## src/rtl/norm_shift_count_pkg.sv

```systemverilog
// Shared FPU constants for the normalization shift counter.
// FSM encodings stay plain 2-bit constants so older netlists keep the same state codes.
package norm_shift_count_pkg;

  localparam logic [1:0] ST_IDLE  = 2'b00;
  localparam logic [1:0] ST_SHIFT = 2'b01;
  localparam logic [1:0] ST_DONE  = 2'b10;

  localparam logic [2:0] MAX_SHIFT = 3'd7;

  typedef enum logic [2:0] {
    STOP_NONE  = 3'd0,
    STOP_ZERO  = 3'd1,
    STOP_MSB   = 3'd2,
    STOP_GUARD = 3'd3,
    STOP_MAX   = 3'd4
  } stop_e;

endpackage

```

## src/rtl/norm_shift_count_if.sv

```systemverilog
// Handshake and data bundle between the adder controller (master) and the
// normalization shift counter (slave).
interface norm_shift_count_if #(
  parameter int SW = 26,
  parameter int W  = 8
);
  logic          start;
  logic [SW-1:0] Mant_in;
  logic [W-1:0]  Exp_in;
  logic [SW-1:0] Mant_out;
  logic [2:0]    Shift_cnt;
  logic          busy;
  logic          ready;
  logic          zero_flag;
  logic          exp_lim;

  modport master (
    output start, Mant_in, Exp_in,
    input  Mant_out, Shift_cnt, busy, ready, zero_flag, exp_lim
  );

  modport slave (
    input  start, Mant_in, Exp_in,
    output Mant_out, Shift_cnt, busy, ready, zero_flag, exp_lim
  );
endinterface

```

## src/rtl/norm_shift_count.sv

```systemverilog
// Left-normalizes a significand one bit per cycle, counting up to 7 shifts and
// never shifting past the current exponent; Shift_cnt feeds the exponent subtractor.
module norm_shift_count
  import norm_shift_count_pkg::*;
#(
  parameter int SW = 26,
  parameter int W  = 8
) (
  input logic               clk,
  input logic               rst,
  norm_shift_count_if.slave bus
);

  logic [1:0]    state_r;
  logic [SW-1:0] mant_r;
  logic [W-1:0]  exp_r;
  logic [2:0]    cnt_r;
  logic          busy_r;
  logic          ready_r;
  logic          zero_r;
  logic          lim_r;
  logic [W-1:0]  cnt_ext_s;
  stop_e         stop_s;

  // Zero-extend the count so the guard compare cannot let Exp_in - Shift_cnt wrap.
  assign cnt_ext_s = W'(cnt_r);

  // Stop-condition priority: zero, normalized, exponent guard, shift limit.
  always_comb begin
    stop_s = STOP_NONE;
    if (mant_r == {SW{1'b0}}) begin
      stop_s = STOP_ZERO;
    end else if (mant_r[SW-1] == 1'b1) begin
      stop_s = STOP_MSB;
    end else if (cnt_ext_s == exp_r) begin
      stop_s = STOP_GUARD;
    end else if (cnt_r == MAX_SHIFT) begin
      stop_s = STOP_MAX;
    end else begin
      stop_s = STOP_NONE;
    end
  end

  // FSM and datapath; outputs come straight from these registers.
  always_ff @(posedge clk or posedge rst) begin
    if (rst) begin
      state_r <= ST_IDLE;
      mant_r  <= {SW{1'b0}};
      exp_r   <= {W{1'b0}};
      cnt_r   <= 3'd0;
      busy_r  <= 1'b0;
      ready_r <= 1'b0;
      zero_r  <= 1'b0;
      lim_r   <= 1'b0;
    end else begin
      case (state_r)
        ST_IDLE: begin
          if (bus.start) begin
            mant_r  <= bus.Mant_in;
            exp_r   <= bus.Exp_in;
            cnt_r   <= 3'd0;
            zero_r  <= 1'b0;
            lim_r   <= 1'b0;
            busy_r  <= 1'b1;
            state_r <= ST_SHIFT;
          end
        end
        ST_SHIFT: begin
          if (stop_s == STOP_NONE) begin
            mant_r <= {mant_r[SW-2:0], 1'b0};
            cnt_r  <= cnt_r + 3'd1;
          end else begin
            zero_r  <= (stop_s == STOP_ZERO);
            lim_r   <= (stop_s == STOP_GUARD);
            ready_r <= 1'b1;
            state_r <= ST_DONE;
          end
        end
        ST_DONE: begin
          ready_r <= 1'b0;
          busy_r  <= 1'b0;
          state_r <= ST_IDLE;
        end
        default: begin
          ready_r <= 1'b0;
          busy_r  <= 1'b0;
          state_r <= ST_IDLE;
        end
      endcase
    end
  end

  assign bus.Mant_out  = mant_r;
  assign bus.Shift_cnt = cnt_r;
  assign bus.busy      = busy_r;
  assign bus.ready     = ready_r;
  assign bus.zero_flag = zero_r;
  assign bus.exp_lim   = lim_r;

endmodule

```

## src/flat_wrapper.sv

```systemverilog
// flat-port wrapper written by rule: the top's interface ports become plain ports
module norm_shift_count_flat import norm_shift_count_pkg::*;
#(
  parameter int SW = 26,
  parameter int W  = 8
)
  (clk, rst, bus_start, bus_Mant_in, bus_Exp_in, bus_Mant_out, bus_Shift_cnt, bus_busy, bus_ready, bus_zero_flag, bus_exp_lim);
  norm_shift_count_if #(.SW(SW), .W(W)) bus_i ();
  input logic clk;
  input logic rst;
  input wire logic [$bits(bus_i.start)-1:0] bus_start;
  input wire logic [$bits(bus_i.Mant_in)-1:0] bus_Mant_in;
  input wire logic [$bits(bus_i.Exp_in)-1:0] bus_Exp_in;
  output wire logic [$bits(bus_i.Mant_out)-1:0] bus_Mant_out;
  output wire logic [$bits(bus_i.Shift_cnt)-1:0] bus_Shift_cnt;
  output wire logic [$bits(bus_i.busy)-1:0] bus_busy;
  output wire logic [$bits(bus_i.ready)-1:0] bus_ready;
  output wire logic [$bits(bus_i.zero_flag)-1:0] bus_zero_flag;
  output wire logic [$bits(bus_i.exp_lim)-1:0] bus_exp_lim;
  assign bus_i.start = bus_start;
  assign bus_i.Mant_in = bus_Mant_in;
  assign bus_i.Exp_in = bus_Exp_in;
  assign bus_Mant_out = bus_i.Mant_out;
  assign bus_Shift_cnt = bus_i.Shift_cnt;
  assign bus_busy = bus_i.busy;
  assign bus_ready = bus_i.ready;
  assign bus_zero_flag = bus_i.zero_flag;
  assign bus_exp_lim = bus_i.exp_lim;
  norm_shift_count #(.SW(SW), .W(W)) u_core (.clk(clk), .rst(rst), .bus(bus_i));
endmodule
```

## config.mk

```make
export PLATFORM = sky130hd
export DESIGN_NAME = norm_shift_count_flat
export DESIGN_NICKNAME = d
export VERILOG_FILES = /design/src/rtl/norm_shift_count_pkg.sv /design/src/rtl/norm_shift_count_if.sv /design/src/rtl/norm_shift_count.sv /design/src/flat_wrapper.sv
export SDC_FILE = /design/constraint.sdc
export NUM_CORES = 1
export LEC_CHECK = 0
export ABC_AREA = 1
export CORE_MARGIN = 5
export CORE_UTILIZATION = 42
export CTS_BUF_LIST = sky130_fd_sc_hd__clkbuf_16
export DETAILED_ROUTE_END_ITERATION = 10
export GPL_TIMING_DRIVEN = 0
export PLACE_DENSITY = 0.78
export SLEW_MARGIN = 20
export SYNTH_ARGS = -nofsm -noshare
export SYNTH_HDL_FRONTEND = slang
export SYNTH_SLANG_ARGS = --single-unit
export TNS_END_PERCENT = 100
```

## constraint.sdc

```tcl
create_clock -name clk -period 1.77 [get_ports clk]
set_clock_uncertainty 0.1 [all_clocks]
set_input_delay 0.531 -clock clk [delete_from_list [all_inputs] [get_ports clk]]
set_output_delay 0.531 -clock clk [all_outputs]
set_load 0.005 [all_outputs]
```

==> results of run 1 <==
registers in the layout (all words and copies together), names as in the netlist:
signal / cells
u_core.exp_r: 8
u_core.bus.Shift_cnt: 3
u_core.state_r: 2
u_core.bus.busy: 1
u_core.bus.exp_lim: 1
u_core.bus.Mant_out: 26
u_core.bus.ready: 1
u_core.bus.zero_flag: 1
stage by stage:
step,area [um^2],cells
3_5_place_dp,3020,449
2_1_floorplan,2220,309
4_1_cts,3340,483
6_report,3570,492
5_1_grt,3570,492
3_3_place_gp,3000,448
routing by layer:
metal	track usage (%)	vias up	routed length, um
met3	5.10	11	536
met2	33.5	87	3550
met5	0	-	0
met4	7.35	0	95
met1	24.8	1140	2710
li1	-	1181	-
worst max-delay path: cells and delay by family, from the launching register on:
| kind | cells | cell delay, ns |
|---|---|---|
| fa+ha+maj | 2 | 0.38 |
| flops | 1 | 0.42 |
| buf+inv | 2 | 0.33 |
| simple gates | 4 | 0.42 |
power groups by stage:
stage	clock [mW]	combinational, mW	sequential, mW
after global routing	0.918	4.33	1.76
after floorplan	0	1.78	1.81
after global placement	0	2.90	1.86
after detailed placement	0	2.97	1.87
after CTS	0.875	3.40	1.71
final	0.872	3.89	1.71
what timing repair did:
item / CTS / global route
resized for setup: 29 / 39
setup buffers: 26 / 9
pin swaps: 1 / 14
cloned: 0 / 1
endpoints found under the setup margin: 53 / 38
cell type report:
class / count / area share [%]
Timing Repair Buffer: 106 / 27.6
Sequential cell: 43 / 30.1
Tap cell: 70 / 2.45
Clock inverter: 3 / 0.350
Clock buffer: 5 / 3.50
Buffer: 14 / 3.01
Inverter: 20 / 2.10
Multi-Input combinational cell: 231 / 30.9
kinds of logic (layout without fill, tap and decap cells):
kind of cell	count (synthesis)	in the layout	share of synthesized area, %
buf+inv	35	148	7.55
flops	43	43	48.5
fa+ha+maj	2	2	1.13
compound gates	10	10	2.25
simple gates	219	219	40.6
worst paths after layout:
kind / start / end / slack (ns) / cells past startpoint
worst max-delay path: u_core.bus.Shift_cnt[0] / u_core.bus.Mant_out[7] / 0.01 / 8
worst min-delay path: u_core.exp_r[4] / u_core.exp_r[4] / 0.38 / 2
worst max register to register: u_core.bus.Shift_cnt[0] / u_core.bus.Mant_out[7] / 0.01 / 8
worst min register to register: u_core.exp_r[4] / u_core.exp_r[4] / 0.38 / 2
max in group asynchronous: rst / u_core.bus.exp_lim / 0.64 / 3
min in group asynchronous: rst / u_core.bus.Mant_out[4] / 0.45 / 2
cells in the final DEF (no fill, tap or decap), types with 3 or more instances in the layout:
cell type        instances
dlymetal6s2s_1           8
inv_1                   20
nand3_1                 26
nor2_4                   3
buf_4                   36
nand3_2                 15
o21ai_0                 10
clkdlybuf4s50_1         36
dlygate4sd2_1           25
nor2_2                   4
nand2_1                152
dfrtp_1                 43
clkbuf_1                 5
clkbuf_16                6
nor2_1                  13
buf_8                    3
==> reports/results.ini, run 1 <==
[logic_synthesis]
ys_seq_area_share_pct = 48.5
post-synth-top-area-cell = dfrtp_1
synth-seq-cells = 43
synth_top_area_share_pct = 48.5
synthFlopType = dfrtp_1
yosys_warnings = 0
yosys.cell_types.count = 17
yosys-top-cells-area = dfrtp_1 48%, nand2_1 26%, nand3_1 9.0%, inv_1 3.2%, nor2_1 3.0%
async_reset_ff_share_pct = 100
avgSynthCellArea_um2 = 7.19
yosysMostFrequentCell = nand2_1
synth_commonest_cells = 154 x nand2_1, 43 x dfrtp_1, 40 x nand3_1
syn_inst = 309
synth_nets = 348
netlist_area_mm2 = 0.00222
synth-edff-count = 0

[finish]
n_fill_cell = 416
postLayoutCoreUtil_pct = 70.0
areaGrowthSynthToFinish_pct = 61.0
nets = 460
antenna_cells = 0
ff_latch_area_mm2 = 0.00108
multi_input_area_mm2 = 0.00110
layout-drive-gt1-share_pct = 19.4

[routing]
ant_nets = 0
routed_wl_mm = 6.89
firstDrtPassIters = 4
initialDrtViolationCount = 142
viasPerCell = 4.92
via_count = 2419
avgRoutedWirePerCell_um = 14.0
drcViolationCount = 0

[pwr]
p_int_mw = 3.75
p_comb_share_pct = 60.0
p_leak_nw = 2.02
sw_frac_of_total_pct = 42.1
power.switching_mw = 2.73
powerDensity_mw_per_mm2 = 1810
vdd_drop_max_mv = 0.814
total_power_mw = 6.47
clkPwrFrac_pct = 13.5
seq_power_share_pct = 26.5

[clocking]
cts_buffer_depth = 2
cts_tree = yes
clk_latency_ns = 0.28
postCtsHoldBufs = 0
htreeDepth = 2
cts_buffers = 5
clk_pin_slew_ns = 0.06
root_buffer = clkbuf_16
clkSinkCount = 43

[die]
fp.dieW_um = 82.7
die_h_um = 82.7
initial_core_util_pct = 43.5
core_mm2 = 0.00511
num_rows = 26
pin_count = 70
die_area_mm2 = 0.00684

[setup_path]
arrival_ns = 1.83
criticalPathCategory = reg -> reg
end_kind = flop
critPathMaxFanout = 6
cp_data_required_time_ns = 1.84
path_cells = ha_2, ha_4, nor2_4, nand4_4, buf_8, buf_4, nand3_1, nand2_1
slowest_stage = dfrtp_1
slowest_delay_ns = 0.42
cp-start-kind = flop

[placed_design]
dp_worst_setup_slack_ns = -0.172
gp_congestion = 0.836
portBuffers = 69
hpwl_mm = 4.35

[sta]
finalHoldViolations = 0
hold_ws_ns = 0.385
timing.final.ws_setup_ns = 0.0124
slew_headroom_pct = 68.4
post-route-min-period_ns = 1.76
tightest_slew_ns = 0.474
fin_crit_sh_pct = 99.3
rsz0062_at_grt = yes
final_max_slew_viol_count = 0
setup_viol_count_final = 0
tns_ns = 0
max_freq_mhz = 569

[run]
cap_violations = 0

[global_routing]
grt-ovfl-total = 0
grt_antenna_before_repair = 0
first_global_vias = 2247
grt_max_degree = 28
grtUsageTotal_pct = 20.0
grt_pass1_wl_mm = 10.4

[min_path]
hold_path_class = reg -> reg

[outcome]
outcome = finished, final reports clean

Power figures use the tool's default switching activity.
==> run 2: changes to the inputs <==
--- a/config.mk
+++ b/config.mk
@@ -6,10 +6,11 @@
 export NUM_CORES = 1
 export LEC_CHECK = 0
 export ABC_AREA = 1
-export CORE_MARGIN = 5
+export CORE_MARGIN = 10
 export CORE_UTILIZATION = 42
 export CTS_BUF_LIST = sky130_fd_sc_hd__clkbuf_16
 export DETAILED_ROUTE_END_ITERATION = 10
+export GPL_ROUTABILITY_DRIVEN = 0
 export GPL_TIMING_DRIVEN = 0
 export PLACE_DENSITY = 0.78
 export SLEW_MARGIN = 20
==> run 2 against run 1 <==
Via count stayed put; fmax grew 0.74%; largest cell class is now non-clock buffers; critical path depth is 7 lower; final cell count did not move; clock power rose by 2%; die area up 26%; critical path type is now reg -> out; global-route usage fell by 3.7 points; clock-buffer cell count unchanged.
==> reports/results.ini, run 2 (synthesis results as in run 1) <==
[finish]
post-route-cell-area_mm2 = 0.00357
largest_reg_flops = 26
layout_common_cells = 153 x nand2_1, 42 x dfrtp_1, 36 x clkdlybuf4s50_1
nets = 460
antenna_cells = 0
layout-drive-gt1-share_pct = 19.9
areaGrowthSynthToFinish_pct = 60.8
layout_commonest_cell = nand2_1

[routing]
firstDrtPassIters = 4
drcViolationCount = 0
viasPerCell = 4.92
avgRoutedWirePerCell_um = 14.8
routed_wl_mm = 7.30
ant_nets = 0
initialDrtViolationCount = 130
via_count = 2419

[placed_design]
portBuffers = 69
place_area_mm2 = 0.00302
hpwl_mm = 4.74
dp_worst_setup_slack_ns = -0.170

[clocking]
clk_pin_slew_ns = 0.06
postCtsHoldBufs = 0
root_buffer = clkbuf_16
cts_tree = yes
clk_latency_ns = 0.29
htreeDepth = 2
cts_buffer_depth = 2
clkSinkCount = 43
cts_buffers = 5

[sta]
max_freq_mhz = 573
post-route-min-period_ns = 1.74
tightest_slew_ns = 0.508
rsz0062_at_grt = yes
setup_viol_count_final = 0
slew_headroom_pct = 66.2
fin_crit_sh_pct = 98.6
final_max_slew_viol_count = 0
hold_ws_ns = 0.381
timing.final.ws_setup_ns = 0.0253
finalHoldViolations = 0

[pwr]
powerDensity_mw_per_mm2 = 1840
p_leak_nw = 1.97
vdd_drop_max_mv = 0.827
total_power_mw = 6.58

[setup_path]
cp_data_required_time_ns = 1.14
cp_top_family = flip-flops
path_cells = dlygate4sd2_1
end_kind = output pin
critPathMaxFanout = 5
path_buf_inv = 1
arrival_ns = 1.11
cp-start-kind = flop
slowest_stage = dfrtp_1
criticalPathCategory = reg -> out
slowest_delay_ns = 0.51

[die]
die_area_mm2 = 0.00860
num_rows = 26
pin_count = 70
die_h_um = 92.7
initial_core_util_pct = 43.5
core_mm2 = 0.00511
fp.dieW_um = 92.7

[run]
cap_violations = 0

[global_routing]
grt_antenna_before_repair = 0
grt_max_degree = 34
grt_pass1_wl_mm = 11.4
first_global_vias = 2371
grt-ovfl-total = 0
grtUsageTotal_pct = 16.3

[min_path]
hold_path_class = in -> async

[outcome]
outcome = finished, final reports clean

[run 2: cell count changes in the layout (fill, tap and decap cells not counted), moves of 4 or more]
cell,change
nor2_2,+7
buf_4,-6
nor2_1,-6
dlygate4sd2_1,+5
dlymetal6s2s_1,-5
buf_6,+4
nand3_1,+4
nand3_2,-4
[run 2: power by group]
part	leakage (nW)	switching, mW	internal [mW]	total, mW
clock	0.0762	0.381	0.510	0.891
sequential	0.538	0.296	1.45	1.74
combinational	1.36	2.10	1.85	3.95
[run 2: final timing paths]
check                                        startpoint                      end  slack (ns)  depth (start not counted)
worst max-delay path            u_core.bus.Mant_out[25]         bus_Mant_out[25]        0.03                          1
worst min-delay path                                rst   u_core.bus.Mant_out[2]        0.38                          2
worst max register to register  u_core.bus.Shift_cnt[1]  u_core.bus.Mant_out[10]        0.04                          8
worst min register to register          u_core.exp_r[3]          u_core.exp_r[3]        0.38                          2
max in group asynchronous                           rst   u_core.bus.Mant_out[9]        0.72                          3
min in group clk                        u_core.exp_r[3]          u_core.exp_r[3]        0.38                          2
[run 2: metrics by stage]
stage,utilization (%),instances,setup TNS (ns)
global route,69.9,492,-0.530
finish,69.9,492,0
detailed placement,59.1,449,-4.05
global placement,58.7,448,-36.76
CTS,65.3,483,0
floorplan,-,309,0
[run 2: cell type report]
type,count,area [um^2]
Clock inverter,3,12.5
Multi-Input combinational cell,231,1090
Sequential cell,43,1080
Timing Repair Buffer,105,993
Fill cell,394,1540
Inverter,20,75.1
Clock buffer,5,125
Tap cell,70,87.6
Buffer,15,109
[run 2: routing by layer]
layer / global-route usage [%] / vias to the layer above / routed length, um
met1: 19.5 / 1130 / 2820
met2: 27.1 / 88 / 3760
met4: 6.04 / 0 / 176
li1: - / 1185 / -
met5: 0 / - / 0
met3: 4.68 / 16 / 549
[run 2: timing repair]
action	in CTS	in global routing
buffers inserted	26	8
gates cloned	0	2
gates resized for setup	35	38
pin swaps	1	15
setup endpoints to repair	56	29
